--- config.mk ---
export PLATFORM = sky130hd
export DESIGN_NAME = calc_port_driver_flat
export DESIGN_NICKNAME = d
export VERILOG_FILES = /design/src/rtl/calc_port_driver_if.sv /design/src/rtl/calc_port_driver.sv /design/src/flat_wrapper.sv
export SDC_FILE = /design/constraint.sdc
export NUM_CORES = 1
export LEC_CHECK = 0
export CAP_MARGIN = 20
export CORE_MARGIN = 1.5
export CORE_UTILIZATION = 45
export DETAILED_ROUTE_END_ITERATION = 10
export GPL_TIMING_DRIVEN = 1
export PLACE_DENSITY = 0.78
export SYNTH_ARGS = -nofsm -noshare
export SYNTH_HDL_FRONTEND = slang
export SYNTH_SLANG_ARGS = --single-unit
--- constraint.sdc ---
create_clock -name clk -period 3.3 [get_ports clk]
set_clock_uncertainty 0.15 [all_clocks]
set_input_delay 0.825 -clock clk [delete_from_list [all_inputs] [get_ports clk]]
set_output_delay 0.825 -clock clk [all_outputs]
set_load 0.1 [all_outputs]
--- src/rtl/calc_port_driver_if.sv ---
// Calc3 port bundle: command intake, request/response to the unit, completion and status.
// slave = the port driver, master = whoever feeds commands and models the unit.
interface calc_port_driver_if #(
    parameter int NUM_TAGS = 4,
    parameter int DATA_W   = 32
);
    localparam int TAG_W = $clog2(NUM_TAGS);
    localparam int CNT_W = $clog2(NUM_TAGS + 1);

    logic              in_valid;
    logic              in_ready;
    logic [3:0]        in_cmd;
    logic [3:0]        in_d1;
    logic [3:0]        in_d2;
    logic [3:0]        in_r1;
    logic [DATA_W-1:0] in_data;

    logic [3:0]        req_cmd;
    logic [3:0]        req_d1;
    logic [3:0]        req_d2;
    logic [3:0]        req_r1;
    logic [TAG_W-1:0]  req_tag;
    logic [DATA_W-1:0] req_data;

    logic [1:0]        out_resp;
    logic [TAG_W-1:0]  out_tag;
    logic [DATA_W-1:0] out_data;

    logic              cpl_valid;
    logic [TAG_W-1:0]  cpl_tag;
    logic [3:0]        cpl_cmd;
    logic [1:0]        cpl_resp;
    logic [DATA_W-1:0] cpl_data;
    logic              cpl_timeout;
    logic              spurious_err;
    logic [CNT_W-1:0]  outstanding;

    modport master (
        output in_valid, in_cmd, in_d1, in_d2, in_r1, in_data,
        input  in_ready,
        input  req_cmd, req_d1, req_d2, req_r1, req_tag, req_data,
        output out_resp, out_tag, out_data,
        input  cpl_valid, cpl_tag, cpl_cmd, cpl_resp, cpl_data, cpl_timeout,
        input  spurious_err, outstanding
    );

    modport slave (
        input  in_valid, in_cmd, in_d1, in_d2, in_r1, in_data,
        output in_ready,
        output req_cmd, req_d1, req_d2, req_r1, req_tag, req_data,
        input  out_resp, out_tag, out_data,
        output cpl_valid, cpl_tag, cpl_cmd, cpl_resp, cpl_data, cpl_timeout,
        output spurious_err, outstanding
    );
endinterface

--- src/rtl/calc_port_driver.sv ---
// Calc3 port agent: tag allocation, 1-cycle registered requests and completions, timeout reclaim.
// in_ready drops only when every tag is busy (from the registered mask); completions are never stalled.
module calc_port_driver #(
    parameter int NUM_TAGS = 4,
    parameter int DATA_W   = 32,
    parameter int TIMEOUT  = 64
) (
    input logic             clk,
    input logic             reset,
    calc_port_driver_if.slave bus
);
    localparam int TAG_W = $clog2(NUM_TAGS);
    localparam int CNT_W = $clog2(NUM_TAGS + 1);
    localparam int AGE_W = $clog2(TIMEOUT + 1);
    localparam logic [AGE_W-1:0] AGE_MAX = AGE_W'(TIMEOUT);
    localparam logic [AGE_W-1:0] AGE_EXP = AGE_W'(TIMEOUT - 1);

    logic                rdy_q;
    logic [NUM_TAGS-1:0] busy_q, busy_d;
    logic [3:0]          cmd_q [NUM_TAGS];
    logic [3:0]          cmd_d [NUM_TAGS];
    logic [AGE_W-1:0]    age_q [NUM_TAGS];
    logic [AGE_W-1:0]    age_d [NUM_TAGS];

    logic [3:0]          req_cmd_q, req_cmd_d, req_d1_q, req_d1_d;
    logic [3:0]          req_d2_q, req_d2_d, req_r1_q, req_r1_d;
    logic [TAG_W-1:0]    req_tag_q, req_tag_d;
    logic [DATA_W-1:0]   req_data_q, req_data_d;

    logic                cpl_valid_q, cpl_valid_d, cpl_timeout_q, cpl_timeout_d;
    logic [TAG_W-1:0]    cpl_tag_q, cpl_tag_d;
    logic [3:0]          cpl_cmd_q, cpl_cmd_d;
    logic [1:0]          cpl_resp_q, cpl_resp_d;
    logic [DATA_W-1:0]   cpl_data_q, cpl_data_d;
    logic                spur_q, spur_d;
    logic [CNT_W-1:0]    cnt_q, cnt_d;

    logic                any_free, exp_any;
    logic [TAG_W-1:0]    free_tag, exp_tag;
    logic                in_ready, accept, alloc, rsp_vld, rsp_hit;

    // Lowest free tag and lowest expired tag: scan high to low so the lowest index wins.
    always_comb begin
        any_free = 1'b0;
        free_tag = '0;
        exp_any  = 1'b0;
        exp_tag  = '0;
        for (int i = NUM_TAGS - 1; i >= 0; i--) begin
            if (!busy_q[i]) begin
                any_free = 1'b1;
                free_tag = TAG_W'(i);
            end
            if (busy_q[i] && age_q[i] >= AGE_EXP) begin
                exp_any = 1'b1;
                exp_tag = TAG_W'(i);
            end
        end
    end

    assign in_ready = rdy_q & any_free;
    assign accept   = bus.in_valid & in_ready;
    assign alloc    = accept & (bus.in_cmd != 4'd0);
    assign rsp_vld  = bus.out_resp != 2'b00;
    assign rsp_hit  = rsp_vld & busy_q[bus.out_tag];

    always_comb begin
        busy_d        = busy_q;
        cmd_d         = cmd_q;
        req_cmd_d     = '0;
        req_d1_d      = '0;
        req_d2_d      = '0;
        req_r1_d      = '0;
        req_tag_d     = '0;
        req_data_d    = '0;
        cpl_valid_d   = 1'b0;
        cpl_timeout_d = 1'b0;
        cpl_tag_d     = '0;
        cpl_cmd_d     = '0;
        cpl_resp_d    = '0;
        cpl_data_d    = '0;
        spur_d        = spur_q | (rsp_vld & ~busy_q[bus.out_tag]);

        // Ages saturate so a losing timeout keeps retrying every cycle.
        for (int i = 0; i < NUM_TAGS; i++) begin
            age_d[i] = age_q[i];
            if (busy_q[i] && age_q[i] != AGE_MAX)
                age_d[i] = age_q[i] + AGE_W'(1);
        end

        if (rsp_hit) begin
            busy_d[bus.out_tag] = 1'b0;
            cpl_valid_d = 1'b1;
            cpl_tag_d   = bus.out_tag;
            cpl_cmd_d   = cmd_q[bus.out_tag];
            cpl_resp_d  = bus.out_resp;
            cpl_data_d  = bus.out_data;
        end else if (exp_any) begin
            busy_d[exp_tag] = 1'b0;
            cpl_valid_d   = 1'b1;
            cpl_timeout_d = 1'b1;
            cpl_tag_d     = exp_tag;
            cpl_cmd_d     = cmd_q[exp_tag];
        end

        // The allocated tag was free in busy_q, so it never collides with the tag freed above.
        if (alloc) begin
            busy_d[free_tag] = 1'b1;
            cmd_d[free_tag]  = bus.in_cmd;
            age_d[free_tag]  = '0;
            req_cmd_d  = bus.in_cmd;
            req_d1_d   = bus.in_d1;
            req_d2_d   = bus.in_d2;
            req_r1_d   = bus.in_r1;
            req_tag_d  = free_tag;
            req_data_d = bus.in_data;
        end

        cnt_d = '0;
        for (int i = 0; i < NUM_TAGS; i++)
            cnt_d = cnt_d + CNT_W'(busy_d[i]);
    end

    always_ff @(posedge clk or negedge reset) begin
        if (!reset) begin
            rdy_q         <= 1'b0;
            busy_q        <= '0;
            for (int i = 0; i < NUM_TAGS; i++) begin
                cmd_q[i] <= '0;
                age_q[i] <= '0;
            end
            req_cmd_q     <= '0;
            req_d1_q      <= '0;
            req_d2_q      <= '0;
            req_r1_q      <= '0;
            req_tag_q     <= '0;
            req_data_q    <= '0;
            cpl_valid_q   <= 1'b0;
            cpl_timeout_q <= 1'b0;
            cpl_tag_q     <= '0;
            cpl_cmd_q     <= '0;
            cpl_resp_q    <= '0;
            cpl_data_q    <= '0;
            spur_q        <= 1'b0;
            cnt_q         <= '0;
        end else begin
            rdy_q         <= 1'b1;
            busy_q        <= busy_d;
            cmd_q         <= cmd_d;
            age_q         <= age_d;
            req_cmd_q     <= req_cmd_d;
            req_d1_q      <= req_d1_d;
            req_d2_q      <= req_d2_d;
            req_r1_q      <= req_r1_d;
            req_tag_q     <= req_tag_d;
            req_data_q    <= req_data_d;
            cpl_valid_q   <= cpl_valid_d;
            cpl_timeout_q <= cpl_timeout_d;
            cpl_tag_q     <= cpl_tag_d;
            cpl_cmd_q     <= cpl_cmd_d;
            cpl_resp_q    <= cpl_resp_d;
            cpl_data_q    <= cpl_data_d;
            spur_q        <= spur_d;
            cnt_q         <= cnt_d;
        end
    end

    assign bus.in_ready     = in_ready;
    assign bus.req_cmd      = req_cmd_q;
    assign bus.req_d1       = req_d1_q;
    assign bus.req_d2       = req_d2_q;
    assign bus.req_r1       = req_r1_q;
    assign bus.req_tag      = req_tag_q;
    assign bus.req_data     = req_data_q;
    assign bus.cpl_valid    = cpl_valid_q;
    assign bus.cpl_tag      = cpl_tag_q;
    assign bus.cpl_cmd      = cpl_cmd_q;
    assign bus.cpl_resp     = cpl_resp_q;
    assign bus.cpl_data     = cpl_data_q;
    assign bus.cpl_timeout  = cpl_timeout_q;
    assign bus.spurious_err = spur_q;
    assign bus.outstanding  = cnt_q;
endmodule

--- src/flat_wrapper.sv ---
// flat-port wrapper written by rule: the top's interface ports become plain ports
module calc_port_driver_flat 
#(
    parameter int NUM_TAGS = 4,
    parameter int DATA_W   = 32,
    parameter int TIMEOUT  = 64
)
  (clk, reset, bus_in_valid, bus_in_cmd, bus_in_d1, bus_in_d2, bus_in_r1, bus_in_data, bus_in_ready, bus_req_cmd, bus_req_d1, bus_req_d2, bus_req_r1, bus_req_tag, bus_req_data, bus_out_resp, bus_out_tag, bus_out_data, bus_cpl_valid, bus_cpl_tag, bus_cpl_cmd, bus_cpl_resp, bus_cpl_data, bus_cpl_timeout, bus_spurious_err, bus_outstanding);
  calc_port_driver_if #(.NUM_TAGS(NUM_TAGS), .DATA_W(DATA_W)) bus_i ();
  input logic clk;
  input logic reset;
  input wire logic [$bits(bus_i.in_valid)-1:0] bus_in_valid;
  input wire logic [$bits(bus_i.in_cmd)-1:0] bus_in_cmd;
  input wire logic [$bits(bus_i.in_d1)-1:0] bus_in_d1;
  input wire logic [$bits(bus_i.in_d2)-1:0] bus_in_d2;
  input wire logic [$bits(bus_i.in_r1)-1:0] bus_in_r1;
  input wire logic [$bits(bus_i.in_data)-1:0] bus_in_data;
  output wire logic [$bits(bus_i.in_ready)-1:0] bus_in_ready;
  output wire logic [$bits(bus_i.req_cmd)-1:0] bus_req_cmd;
  output wire logic [$bits(bus_i.req_d1)-1:0] bus_req_d1;
  output wire logic [$bits(bus_i.req_d2)-1:0] bus_req_d2;
  output wire logic [$bits(bus_i.req_r1)-1:0] bus_req_r1;
  output wire logic [$bits(bus_i.req_tag)-1:0] bus_req_tag;
  output wire logic [$bits(bus_i.req_data)-1:0] bus_req_data;
  input wire logic [$bits(bus_i.out_resp)-1:0] bus_out_resp;
  input wire logic [$bits(bus_i.out_tag)-1:0] bus_out_tag;
  input wire logic [$bits(bus_i.out_data)-1:0] bus_out_data;
  output wire logic [$bits(bus_i.cpl_valid)-1:0] bus_cpl_valid;
  output wire logic [$bits(bus_i.cpl_tag)-1:0] bus_cpl_tag;
  output wire logic [$bits(bus_i.cpl_cmd)-1:0] bus_cpl_cmd;
  output wire logic [$bits(bus_i.cpl_resp)-1:0] bus_cpl_resp;
  output wire logic [$bits(bus_i.cpl_data)-1:0] bus_cpl_data;
  output wire logic [$bits(bus_i.cpl_timeout)-1:0] bus_cpl_timeout;
  output wire logic [$bits(bus_i.spurious_err)-1:0] bus_spurious_err;
  output wire logic [$bits(bus_i.outstanding)-1:0] bus_outstanding;
  assign bus_i.in_valid = bus_in_valid;
  assign bus_i.in_cmd = bus_in_cmd;
  assign bus_i.in_d1 = bus_in_d1;
  assign bus_i.in_d2 = bus_in_d2;
  assign bus_i.in_r1 = bus_in_r1;
  assign bus_i.in_data = bus_in_data;
  assign bus_in_ready = bus_i.in_ready;
  assign bus_req_cmd = bus_i.req_cmd;
  assign bus_req_d1 = bus_i.req_d1;
  assign bus_req_d2 = bus_i.req_d2;
  assign bus_req_r1 = bus_i.req_r1;
  assign bus_req_tag = bus_i.req_tag;
  assign bus_req_data = bus_i.req_data;
  assign bus_i.out_resp = bus_out_resp;
  assign bus_i.out_tag = bus_out_tag;
  assign bus_i.out_data = bus_out_data;
  assign bus_cpl_valid = bus_i.cpl_valid;
  assign bus_cpl_tag = bus_i.cpl_tag;
  assign bus_cpl_cmd = bus_i.cpl_cmd;
  assign bus_cpl_resp = bus_i.cpl_resp;
  assign bus_cpl_data = bus_i.cpl_data;
  assign bus_cpl_timeout = bus_i.cpl_timeout;
  assign bus_spurious_err = bus_i.spurious_err;
  assign bus_outstanding = bus_i.outstanding;
  calc_port_driver #(.NUM_TAGS(NUM_TAGS), .DATA_W(DATA_W), .TIMEOUT(TIMEOUT)) u_core (.clk(clk), .reset(reset), .bus(bus_i));
endmodule
## Yosys cells after proc, flatten, opt, wreduce, memory -nomap -nowiden

Cells that the tools add are included.

| storage, ports and cells | value |
|---|---|
| flip-flop bits (word level) | 145 |
| bits of input ports | 87 |
| word-level logic and storage cells | 138 |

| cells by class | value |
|---|---|
| add/sub/neg operators | 7 |
| magnitude comparators | 14 |
| equality and inequality tests | 4 |
| multiplexer cells | 58 |
| bitwise logic cells | 17 |
| reductions and logical operators | 14 |

Operators by type and width:

| kind | count |
|---|---|
| $mux W32 | 2 |
| $mux W4 | 14 |
| $mux W7 | 5 |
| $add A7 B1 Y7 const B | 4 |
| $and A28 B28 Y28 | 1 |
| $ge A7 B6 Y1 const B | 4 |
| $mux W28 | 1 |
| $ne A7 B7 Y1 const B | 4 |
| $not A28 Y28 | 1 |
| $mux W2 | 12 |
| $bmux W4 S2 | 2 |
| $bwmux W16 | 1 |
| $mux W1 | 15 |
| $demux W7 S2 | 1 |
| $logic_and A1 B1 Y1 | 12 |
| $ge A3 B3 Y1 const B | 3 |
| $lt A2 B3 Y1 const B | 3 |
| $not A2 Y3 | 3 |
| $and A4 B4 Y4 | 2 |
| $demux W4 S2 | 1 |
| $not A4 Y4 | 2 |
| $add A3 B1 Y3 | 2 |
| $demux W1 S2 | 3 |
| $ge A2 B1 Y1 const B | 3 |
| other kinds (9) | 13 |

## Depth between registers and ports, before layout

Gate-level depths: netlist (run 1).

| logic depth | value |
|---|---|
| depth in word-level cells | 19 |
| depth in mapped cells | 11 |

## Worst setup path after synthesis (run 1)

Ideal clock, no wire load.

| timing path | value |
|---|---|
| path type | input port to flip-flop |
| start point | in bus_out_tag[0] |
| end point | reg u_core.cnt_q[1], in the netlist u_core.bus.outstanding[1] |
| library setup time | 126 ps |
| arrival | 3216 ps |
| required time | 3024 ps |
| setup slack | -192 ps |
| stages | 10 |
| path through | buf_6 -> mux4_2 -> nor2b_4 -> buf_6 -> clkbuf_1 -> o311ai_0 -> o21ai_0 -> ha_1 -> fa_1 -> ha_1 |

| between the ends | value |
|---|---|
| cells in the longest elaborated chain, start to end | 12 |

RTL lines:

| item | RTL line | RTL |
|---|---|---|
| start, declared | flat_wrapper.sv:26 | `input wire logic [$bits(bus_i.out_tag)-1:0] bus_out_tag;` |
| $lt A2 B3 Y1 (implied by the code) / $ge A2 B1 Y1 (equally long branches) | calc_port_driver.sv:91 | `busy_d[bus.out_tag] = 1'b0;` |
| $logic_and A1 B1 Y1 (implied by the code) | calc_port_driver.sv:91 |  |
| $mux W1 (implied by the code) | calc_port_driver.sv:91 |  |
| $demux W1 S2 | -- |  |
| $not A4 Y4 (no line) | -- |  |
| $and A4 B4 Y4 (no line) | -- |  |
| $mux W4 * | calc_port_driver.sv:90 | `if (rsp_hit) begin` |
| $or A4 B4 Y4 (no line) | -- |  |
| $mux W4 * | calc_port_driver.sv:106 | `if (alloc) begin` |
| named net u_core.busy_d[1] | calc_port_driver.sv:19 | `logic [NUM_TAGS-1:0] busy_q, busy_d;` |
| $add A1 B1 Y2 * | calc_port_driver.sv:120 | `cnt_d = cnt_d + CNT_W'(busy_d[i]);` |
| $add A3 B1 Y3 * (2 in series) | calc_port_driver.sv:120 |  |
| named net u_core.cnt_d[1] | calc_port_driver.sv:36 | `logic [CNT_W-1:0] cnt_q, cnt_d;` |
| end signal, assigned | calc_port_driver.sv:163 | `cnt_q <= cnt_d;` |
| end, declared | calc_port_driver.sv:36 |  |

The timed path passes the listed nets; every way through them passes the cells marked *. The select of a mux whose other input is x is not followed.
A chain may end at the register's enable or synchronous reset.

## Final worst setup path (run 1)

| timing path | value |
|---|---|
| start point | in bus_out_tag[0] |
| end point | reg u_core.cnt_q[1], in the netlist u_core.bus.outstanding[1] |

RTL lines:

| item | RTL line |
|---|---|
| $lt A2 B3 Y1 (implied by the code) / $ge A2 B1 Y1 (equally long branches) | calc_port_driver.sv:91 |
| $logic_and A1 B1 Y1 (implied by the code) | calc_port_driver.sv:91 |
| $mux W1 (implied by the code) | calc_port_driver.sv:91 |
| $demux W1 S2 | -- |
| $not A4 Y4 (no line) | -- |
| $and A4 B4 Y4 (no line) | -- |
| $mux W4 * | calc_port_driver.sv:90 |
| $or A4 B4 Y4 (no line) | -- |
| $mux W4 * | calc_port_driver.sv:106 |
| named net u_core.busy_d[3] | calc_port_driver.sv:19 |
| $add A3 B1 Y3 * | calc_port_driver.sv:120 |
| named net u_core.cnt_d[1] | calc_port_driver.sv:36 |

Marked as above.

==> results.md, run 1 <==
- Run status: completed
- Final Power: 7.13 mW
- Final critical-path share of the clock period: 98.3%
- Setup slack after placement: -389 ps
- Total of endpoints with negative setup slack in the final report: 0
- H-tree level count: 4
- Die boundary width: 117 um
- Number of antenna violations at the first check in global routing: 0
- First-iteration detailed-routing DRC count: 260
- Class of the most critical setup path: input port to register
- Remaining max-slew budget at the tightest pin: 57.4%
- Unrepaired setup endpoints after global routing: no
- CP endpoint kind: register
- Max clock buf depth: 2
- Number of nets with antenna violations after routing: 0
- Switching Fraction: 39.6%
- Number of nets in the layout: 783
- Most frequently used flop master after synthesis: dfrtp_1
- Number of enable-type register cells in the synthesized netlist: 0
- Number of warnings issued by yosys: 0
- Worst VDD drop: 0.000370 V
- Final core utilization: 66.4%
- Worst hold slack after final layout: 264 ps
- Crit path arrival time: 3390 ps
- Vias per inst: 4.91
- Clock network power share: 28.4%
- Area contributors post-synth: dfrtp_1, and2_1, mux2_2, nor2_1, ha_1
- Global-route wire length before repair: 21,100 um
- Half-perimeter wire length after placement: 9540 um
- Synthesized netlist net count: 576
- Largest area contributor in the synthesized netlist: dfrtp_1
- Maximum number of pins on one net before global-route repair: 71
- Post-synthesis area per instance: 12.2 sq um
- Grt total ovfl: 0
- Wirelength per Cell: 15.6 um
- Final critical path time including I/O delays and setup: 3240 ps
- Area grow syn2layout: 43.9%
- Worst-path maximum fanout: 7
- Leak: 4.18 nW
- Total iterations of the first detailed-routing run: 4
- Most used standard cell by instance count after synthesis: dfrtp_1
- Commonest cells in the synthesized netlist: dfrtp_1, and2_1, nor2_1, nand2_1, mux2_2
- Clock tree from TritonCTS: done
- Transition time of the tightest slew-check pin: 639 ps
- Initial core utilization: 46.1%
- Fraction of power consumed by combinational cells: 36.4%
- Worst hold-check path type: input port to async pin
- Startpoint class of the critical path: input port
- Root buf cell: clkbuf_16
- Cell count after synthesis: 478
- Routed Wire Length: 13,500 um
- CTS Buf Count: 17
- Fraction of post-synthesis cell area in the top cell type by area: 62.1%
- Top-Level Pins: 184
- Clock-pin slew of the registers on the worst-case setup and hold paths: 60 ps
- Antenna cell count: 0
- Via count: 4,274
- Data required, critical path: 3440 ps
- Sequential Power Share: 35.2%
- Total power per unit cell area: 848 nW/um^2
- Flip-flop and latch count after synthesis: 145
- Fraction of final layout cells sized beyond drive strength 1: 25.8%
- Netlist Area Pre-Place: 5850 sq um
- Number of different library cells in the post-synthesis netlist: 45
- Global placement routability congestion: 0.802
- Fraction of the yosys area taken by sequential cells: 62.1%
- Clock insertion delay at the later pin of the skew report: 420 ps
- Post-route DRC: 0
- Number of sinks driven by the clock tree: 145
- Count of endpoints failing hold in the final timing report: 0
- Max frequency: 308 MHz
- Setup ws final: 57.2 ps
- Total internal power: 4.31 mW
- Fin. max-slew vios: 0
- Switch Pwr: 2.82 mW
- Max-capacitance violation count: 0
- Via count of the first global-routing pass: 4,264
- Global router's overall resource usage: 20.7%
- Floorplan Core Area: 12,700 sq um
- Number of placement rows: 41
- # hold bufs at CTS: 0
- Vert. Die Dim: 117 um
- Asr flop ratio synth: 100%
- Total Die Area: 13,700 sq um
- Number of inserted filler cells in the final layout: 981
- PortBufs: 183
## what timing repair did
item / 4_1_cts / 5_1_grt
endpoints found under the hold margin: 0 / 0
setup endpoints to repair: 0 / 1
buffers inserted: 0 / 1
gates resized for setup: 0 / 1
## worst paths after layout
| kind | startpoint | endpoint | slack [ps] | cells after the start |
|---|---|---|---|---|
| setup / recovery | bus_out_tag[0] | u_core.bus.outstanding[1] | 60 | 7 |
| hold / removal | reset | u_core.bus.cpl_data[17] | 260 | 1 |
| setup reg to reg | u_core.age_q[21] | u_core.bus.outstanding[1] | 360 | 8 |
| hold reg to reg | u_core.bus.spurious_err | u_core.bus.spurious_err | 330 | 1 |
| max in group asynchronous | reset | u_core.bus.cpl_data[25] | 1960 | 2 |
| min in group clk | u_core.bus.spurious_err | u_core.bus.spurious_err | 330 | 1 |
## flip-flops by register name, summed over array words and instances (netlist names)
| signal | cells |
|---|---|
| u_core.bus.spurious_err | 1 |
| u_core.bus.cpl_cmd | 4 |
| u_core.bus.outstanding | 3 |
| u_core.bus.req_d2 | 4 |
| u_core.busy_q | 4 |
| u_core.bus.req_data | 32 |
| u_core.cmd_q | 16 |
| u_core.bus.cpl_timeout | 1 |
| u_core.bus.cpl_tag | 2 |
| u_core.bus.req_d1 | 4 |
| u_core.bus.req_r1 | 4 |
| u_core.bus.req_cmd | 4 |
| u_core.bus.cpl_valid | 1 |
| u_core.bus.req_tag | 2 |
| u_core.bus.cpl_resp | 2 |
| u_core.bus.cpl_data | 32 |
| u_core.rdy_q | 1 |
| u_core.age_q | 28 |
## critical path, cell delays in order
cell             delay, ps
clkdlybuf4s50_1        510
mux4_2                 520
nor2b_4                170
or4_1                  470
a31o_1                 260
fa_2                   350
ha_1                   270
## kinds of logic (layout without fill, tap and decap cells)
family | Yosys count | in the layout | share of synthesized area (%)
fa+ha+maj | 11 | 11 | 2.48
flops | 145 | 145 | 62.1
buf+inv | 34 | 254 | 2.63
mux | 24 | 24 | 5.65
compound gates | 50 | 50 | 5.91
other cells | 1 | 1 | 0.0642
simple gates | 192 | 192 | 18.0
xor+xnor | 21 | 21 | 3.15
## power groups by stage
stage               Combinational [mW]  Sequential [mW]  Clock (mW)
global route                      2.77             2.57        2.13
detailed placement                2.58             2.53           0
global placement                  2.52             2.51           0
CTS                               2.60             2.51        2.06
finish                            2.59             2.51        2.02
floorplan                        0.893             3.51           0
## layout by cell type (no fill, tap or decap), types with 2 or more instances in the layout
cell	count
o21ai_0	9
and2_1	81
mux2i_1	3
nand4_1	12
nand2b_1	2
xnor2_1	7
a21oi_1	11
xor2_1	14
a21o_1	5
a211o_1	3
inv_1	12
or4_1	2
mux4_2	3
a41o_1	3
o211ai_1	5
clkbuf_16	17
dfrtp_1	145
nand2_1	19
clkdlybuf4s50_1	85
clkbuf_8	6
nor2_1	44
o21bai_1	3
buf_4	123
mux2_2	16
nand3_1	10
clkinv_2	2
bufinv_16	3
nor4_1	6
mux4_1	2
clkinvlp_4	2
ha_1	10
a221oi_1	4
and3_1	9
## layout make-up
class | count | area [sq um] | share of cell area [%]
clock inverter | 8 | 124 | 1.47
sequential | 145 | 3630 | 43.1
tap | 172 | 215 | 2.56
inverter | 12 | 45.0 | 0.535
multi-input combinational | 299 | 2080 | 24.8
clock buffer | 24 | 512 | 6.08
timing repair buffer | 210 | 1810 | 21.5
## per-stage QoR
step	area (sq um)	instances	setup TNS (ps)
global route	8410	870	0
detailed placement	7760	837	-934
global placement	7760	837	-674
CTS	8400	869	0
finish	8410	870	0
floorplan	5860	478	-81.5
## routing by layer
layer	wire (um)	GRT usage [%]
met2	7250	36.6
met3	714	4.74
met1	5300	24.1
met5	0	0
met4	275	8.76
Power figures use the tool's default switching activity.
==> run 2, diff against run 1 <==
--- a/config.mk
+++ b/config.mk
@@ -6,7 +6,7 @@
 export NUM_CORES = 1
 export LEC_CHECK = 0
 export CAP_MARGIN = 20
-export CORE_MARGIN = 1.5
+export CORE_ASPECT_RATIO = 1.75
 export CORE_UTILIZATION = 45
 export DETAILED_ROUTE_END_ITERATION = 10
 export GPL_TIMING_DRIVEN = 1
==> results.md, run 2 (synthesis results as in run 1) <==
- Clock insertion delay at the later pin of the skew report: 410 ps
- CP most frequent cell: ha_1
- Worst VDD drop: 0.000410 V
- Final core utilization: 66.4%
- Accumulated negative setup slack: 0 ps
- Vias per inst: 5.09
- Transition time of the tightest slew-check pin: 608 ps
- Placed Instances: 835
- Via count of the first global-routing pass: 4,696
- Setup ws final: 211 ps
- Max-capacitance violation count: 0
- Number of sinks driven by the clock tree: 145
- Fraction of final layout cells sized beyond drive strength 1: 25.9%
- # hold bufs at CTS: 0
- Worst-path maximum fanout: 7
- Final critical-path share of the clock period: 93.6%
- Global-route wire length before repair: 21,900 um
- Total of endpoints with negative setup slack in the final report: 0
- Number of antenna violations at the first check in global routing: 0
- Number of nets in the layout: 785
- Area grow syn2layout: 42.7%
- Worst hold slack after final layout: 165 ps
- Half-perimeter wire length after placement: 9900 um
- Setup slack after placement: -398 ps
- Library cell contributing the largest single delay on the critical path: clkdlybuf4s50_1
- Antenna cell count: 0
- Global router's overall resource usage: 21.3%
- Cell area after placement: 7770 sq um
- CP endpoint kind: register
- Post-route DRC: 0
- Fin. max-slew vios: 0
- Length in cells of the worst reg-to-reg path: 8
- CP max stage delay: 530 ps
- Via count: 4,416
- Clock-pin slew of the registers on the worst-case setup and hold paths: 60 ps
- Number of nets with antenna violations after routing: 0
- Global placement routability congestion: 0.824
- Max frequency: 324 MHz
- Run status: completed
- Worst hold-check path type: input port to async pin
- Root buf cell: clkbuf_16
- Data required, critical path: 3440 ps
- Most common library cell in the layout ignoring fill and taps: dfrtp_1
- PortBufs: 183
- H-tree level count: 4
- Top-Level Pins: 184
- Leak: 4.15 nW
- Max clock buf depth: 2
- Total Die Area: 13,500 sq um
- Crit path arrival time: 3220 ps
- Initial core utilization: 46.5%
- Maximum number of pins on one net before global-route repair: 71
- Number of placement rows: 54
- Startpoint class of the critical path: input port
- CTS Buf Count: 17
- Die boundary width: 88.2 um
- Cell chain of the critical path: clkdlybuf4s50_1 -> mux4_2 -> nor2b_4 -> o311ai_1 -> o21ai_1 -> ha_1 -> fa_2 -> ha_1
- Count of endpoints failing hold in the final timing report: 0
- Wirelength per Cell: 15.4 um
- Total iterations of the first detailed-routing run: 4
- Floorplan Core Area: 12,600 sq um
- Routed Wire Length: 13,300 um
- Final critical path time including I/O delays and setup: 3090 ps
- Final Power: 6.91 mW
- Commonest cells after routing, fill and taps aside: dfrtp_1, buf_4, clkdlybuf4s50_1, and2_1, nor2_1
- Area of all placed cells without fillers: 8340 sq um
- First-iteration detailed-routing DRC count: 232
- Final cell count without fillers: 868
- Unrepaired setup endpoints after global routing: no
- Total power per unit cell area: 829 nW/um^2
- Class of the most critical setup path: input port to register
- Vert. Die Dim: 153 um
- Remaining max-slew budget at the tightest pin: 59.0%
- Grt total ovfl: 0
- Clock tree from TritonCTS: done
[run 2: changes by cell type in the layout (fill, tap and decap cells not counted), sizes merged]
cell | before | now
buf | 125 | 127
inv | 12 | 16
dlymetal6s2s | 0 | 1
bufinv | 3 | 1
clkbuf | 24 | 18
clkdlybuf4s50 | 85 | 84
clkinv | 3 | 4
clkinvlp | 2 | 5
[run 2: worst max-delay path: cells and delay by family]
kind	cells	cell delay, ps
adder cells (fa/ha/maj)	3	940
AND/OR/NAND/NOR	1	170
AO/OA/AOI/OAI	2	430
buffers and inverters	1	530
multiplexers	1	330
[run 2: power breakdown]
| group | leakage, nW | total (mW) | internal [mW] | switching (mW) |
|---|---|---|---|---|
| clock network | 0.260 | 1.78 | 1.04 | 0.741 |
| registers | 1.90 | 2.50 | 2.17 | 0.330 |
| logic | 1.99 | 2.63 | 0.838 | 1.79 |
[run 2: routing by layer]
metal,vias to the layer above,global-route usage [%],share of wire (%)
li1,2028,-,-
met1,2154,21.4,34
met5,-,0,0
met2,197,39.0,57
met3,37,5.20,5.8
met4,0,11.2,3.5
[run 2: layout make-up]
| type | instances | area [sq um] |
|---|---|---|
| Clock buffer | 18 | 429 |
| Clock inverter | 14 | 130 |
| Fill cell | 961 | 4230 |
| Inverter | 12 | 45.0 |
| Multi-Input combinational cell | 299 | 2070 |
| Sequential cell | 145 | 3630 |
| Tap cell | 168 | 210 |
| Timing Repair Buffer | 212 | 1820 |
[run 2: timing repair]
action | in CTS | in global routing
hold endpoints to repair | 0 | 0
setup endpoints to repair | 0 | 1
setup buffers | 0 | 1
gates resized for setup | 0 | 2
[run 2: final timing paths]
check	start	end	slack, ps
worst max-delay path	bus_out_tag[1]	u_core.bus.outstanding[1]	210
worst min register to register	u_core.bus.spurious_err	u_core.bus.spurious_err	350
max in group asynchronous	reset	u_core.age_q[21]	2040
worst max register to register	u_core.age_q[21]	u_core.bus.outstanding[1]	360
worst min-delay path	reset	u_core.bus.cpl_data[27]	170
min in group clk	u_core.bus.spurious_err	u_core.bus.spurious_err	350
==> run 3, diff against run 2 <==
--- a/config.mk
+++ b/config.mk
@@ -5,12 +5,13 @@
 export SDC_FILE = /design/constraint.sdc
 export NUM_CORES = 1
 export LEC_CHECK = 0
+export ABC_AREA = 1
 export CAP_MARGIN = 20
 export CORE_ASPECT_RATIO = 1.75
 export CORE_UTILIZATION = 45
 export DETAILED_ROUTE_END_ITERATION = 10
 export GPL_TIMING_DRIVEN = 1
-export PLACE_DENSITY = 0.78
+export PLACE_DENSITY = 0.77
 export SYNTH_ARGS = -nofsm -noshare
 export SYNTH_HDL_FRONTEND = slang
 export SYNTH_SLANG_ARGS = --single-unit
==> results.md, run 3 <==
- Area contributors post-synth: dfrtp_1, inv_1, nor2_1, nand2_1, nand3_1
- Post-route DRC: 0
- Number of enable-type register cells in the synthesized netlist: 0
- Unrepaired setup endpoints after global routing: no
- Run status: completed
- H-tree level count: 4
- Max-capacitance violation count: 0
- Worst hold-check path type: input port to async pin
- Fraction of the yosys area taken by sequential cells: 60.5%
- Grt total ovfl: 0
- Floorplan Core Area: 12,900 sq um
- Vert. Die Dim: 155 um
- Global router's overall resource usage: 23.4%
- Clock tree from TritonCTS: done
- Setup bufs post-CTS: 0
- Flip-flop and latch count after synthesis: 145
- Sequential Power Share: 33.7%
- Number of nets in the layout: 962
- Die boundary width: 89.3 um
- Most used standard cell by instance count after synthesis: dfrtp_1
- Most frequently used flop master after synthesis: dfrtp_1
- Cell count after synthesis: 651
- First-iteration detailed-routing DRC count: 234
- CP max stage delay: 610 ps
- Count of buffering cells on the critical path with inverters included: 3
- Max clock buf depth: 2
- Commonest cells in the synthesized netlist: dfrtp_1, inv_1, nor2_1, nand2_1, nand3_1
- Via count of the first global-routing pass: 5,176
- Switch Pwr: 3.28 mW
- Number of different library cells in the post-synthesis netlist: 39
- Maximum number of pins on one net before global-route repair: 73
- Area grow syn2layout: 42.5%
- Antenna cell count: 0
- Number of warnings issued by yosys: 0
- Total of endpoints with negative setup slack in the final report: 0
- Asr flop ratio synth: 100%
- Final critical path time including I/O delays and setup: 3170 ps
- Final cell count without fillers: 1,048
- Total Die Area: 13,800 sq um
- Total iterations of the first detailed-routing run: 4
- PortBufs: 183
- Number of antenna violations at the first check in global routing: 0
- Most common library cell in the layout ignoring fill and taps: dfrtp_1
- Fraction of power consumed by combinational cells: 39.7%
- Worst VDD drop: 0.000455 V
- Class of the most critical setup path: input port to register
- Final Power: 7.40 mW
- Total power per unit cell area: 865 nW/um^2
- Total internal power: 4.12 mW
- Max frequency: 316 MHz
- Top-Level Pins: 184
- Leak: 4.61 nW
- Largest area contributor in the synthesized netlist: dfrtp_1
- Data required, critical path: 3450 ps
- # hold bufs at CTS: 0
- Clock network power share: 26.6%
- Number of nets with antenna violations after routing: 0
- Startpoint class of the critical path: input port
- Wirelength per Cell: 14.6 um
- Synthesized netlist net count: 749
- CP endpoint kind: register
- Count of endpoints failing hold in the final timing report: 0
- Netlist Area Pre-Place: 6000 sq um
- CP most frequent cell: nand2_1
- Via count: 5,003
- Clock-pin slew of the registers on the worst-case setup and hold paths: 70 ps
- Cell chain of the critical path: clkdlybuf4s50_1 -> inv_2 -> nand2_1 -> o22ai_1 -> nor2_1 -> o21ai_2 -> nand2_4 -> buf_4 -> nand2_1 -> a21oi_1 -> o21ai_1 -> fa_1 -> ha_1
- Number of sinks driven by the clock tree: 145
- Final critical-path share of the clock period: 95.9%
- Vias per inst: 4.77
- Post-synthesis area per instance: 9.21 sq um
- Worst-path maximum fanout: 6
- Fraction of final layout cells sized beyond drive strength 1: 19.8%
- Number of placement rows: 55
- Fin. max-slew vios: 0
- Global placement routability congestion: 0.929
- Initial core utilization: 46.4%
- Crit path arrival time: 3310 ps
- Global-route wire length before repair: 24,400 um
- CTS Buf Count: 17
- Family with the most delay on the worst path: buffers and inverters
- # resized after CTS: 0
- Commonest cells after routing, fill and taps aside: dfrtp_1, inv_1, nor2_1, buf_4, clkdlybuf4s50_1
- Clock insertion delay at the later pin of the skew report: 420 ps
- Root buf cell: clkbuf_16
- Routed Wire Length: 15,300 um
- Switching Fraction: 44.3%
- Placed Instances: 1,016
- Fraction of post-synthesis cell area in the top cell type by area: 60.5%
- Half-perimeter wire length after placement: 11,300 um
- Library cell contributing the largest single delay on the critical path: clkdlybuf4s50_1
## run 3: cell types whose count changed after synthesis, sizes merged, moves of 9 or more
cell	before	now
nand2	19	81
o21ai	10	41
nor2	44	126
clkbuf	15	1
nor3	2	12
inv	12	134
and2	81	0
mux2	16	0
nand3	10	40
and3	9	0
## run 3: final cells by class
cell class,count,area (sq um)
Timing Repair Buffer,209,1810
Clock buffer,18,439
Clock inverter,14,169
Sequential cell,145,3630
Fill cell,1032,4390
Tap cell,171,214
Inverter,134,503
Multi-Input combinational cell,357,1790
## run 3: worst paths after layout
kind	endpoint	cells past startpoint	start	slack, ps
worst max-delay path	u_core.bus.outstanding[1]	13	bus_out_tag[1]	130
worst min-delay path	u_core.bus.req_d2[3]	1	reset	160
worst max register to register	u_core.bus.outstanding[1]	13	u_core.age_q[7]	480
worst min register to register	u_core.bus.spurious_err	1	u_core.bus.spurious_err	340
max in group asynchronous	u_core.bus.req_d2[2]	2	reset	2060
min in group clk	u_core.bus.spurious_err	1	u_core.bus.spurious_err	340
## run 3: stage by stage
stage / setup slack [ps] / util, % / cell area [sq um] / setup TNS, ps / hold WS [ps]
after detailed placement: -174 / 61.4 / 7940 / -333 / 328
after global routing: 55.7 / 66.1 / 8550 / 0 / 168
after CTS: 174 / 66.1 / 8550 / 0 / 167
after global placement: -100 / 61.4 / 7940 / -107 / 322
final: 134 / 66.1 / 8550 / 0 / 158
after floorplan: 338 / - / 6000 / 0 / 306
## run 3: power by group through the flow
stage | logic [mW] | clock network, mW | registers (mW)
CTS | 2.95 | 2.00 | 2.49
floorplan | 0.997 | 0 | 3.61
global placement | 2.85 | 0 | 2.49
global route | 3.16 | 2.07 | 2.54
finish | 2.94 | 1.97 | 2.49
detailed placement | 2.93 | 0 | 2.51
## run 3: logic make-up after synthesis
| kind of cell | after synthesis | share of synthesized area [%] |
|---|---|---|
| other | 1 | 0.0625 |
| flip-flops | 145 | 60.5 |
| XOR/XNOR | 11 | 1.61 |
| AO/OA/AOI/OAI | 66 | 6.47 |
| adder cells (fa/ha/maj) | 11 | 2.42 |
| AND/OR/NAND/NOR | 268 | 19.2 |
| buffers and inverters | 149 | 9.74 |
## run 3: routing by layer
| metal | routed length [um] | part of all wire, % | track usage, % | vias to the layer above |
|---|---|---|---|---|
| li1 | - | - | - | 2408 |
| met1 | 5780 | 38 | 25.1 | 2378 |
| met2 | 8080 | 53 | 42.0 | 175 |
| met3 | 839 | 5.5 | 4.80 | 42 |
| met4 | 605 | 4.0 | 11.8 | 0 |
| met5 | 0 | 0 | 0 | - |
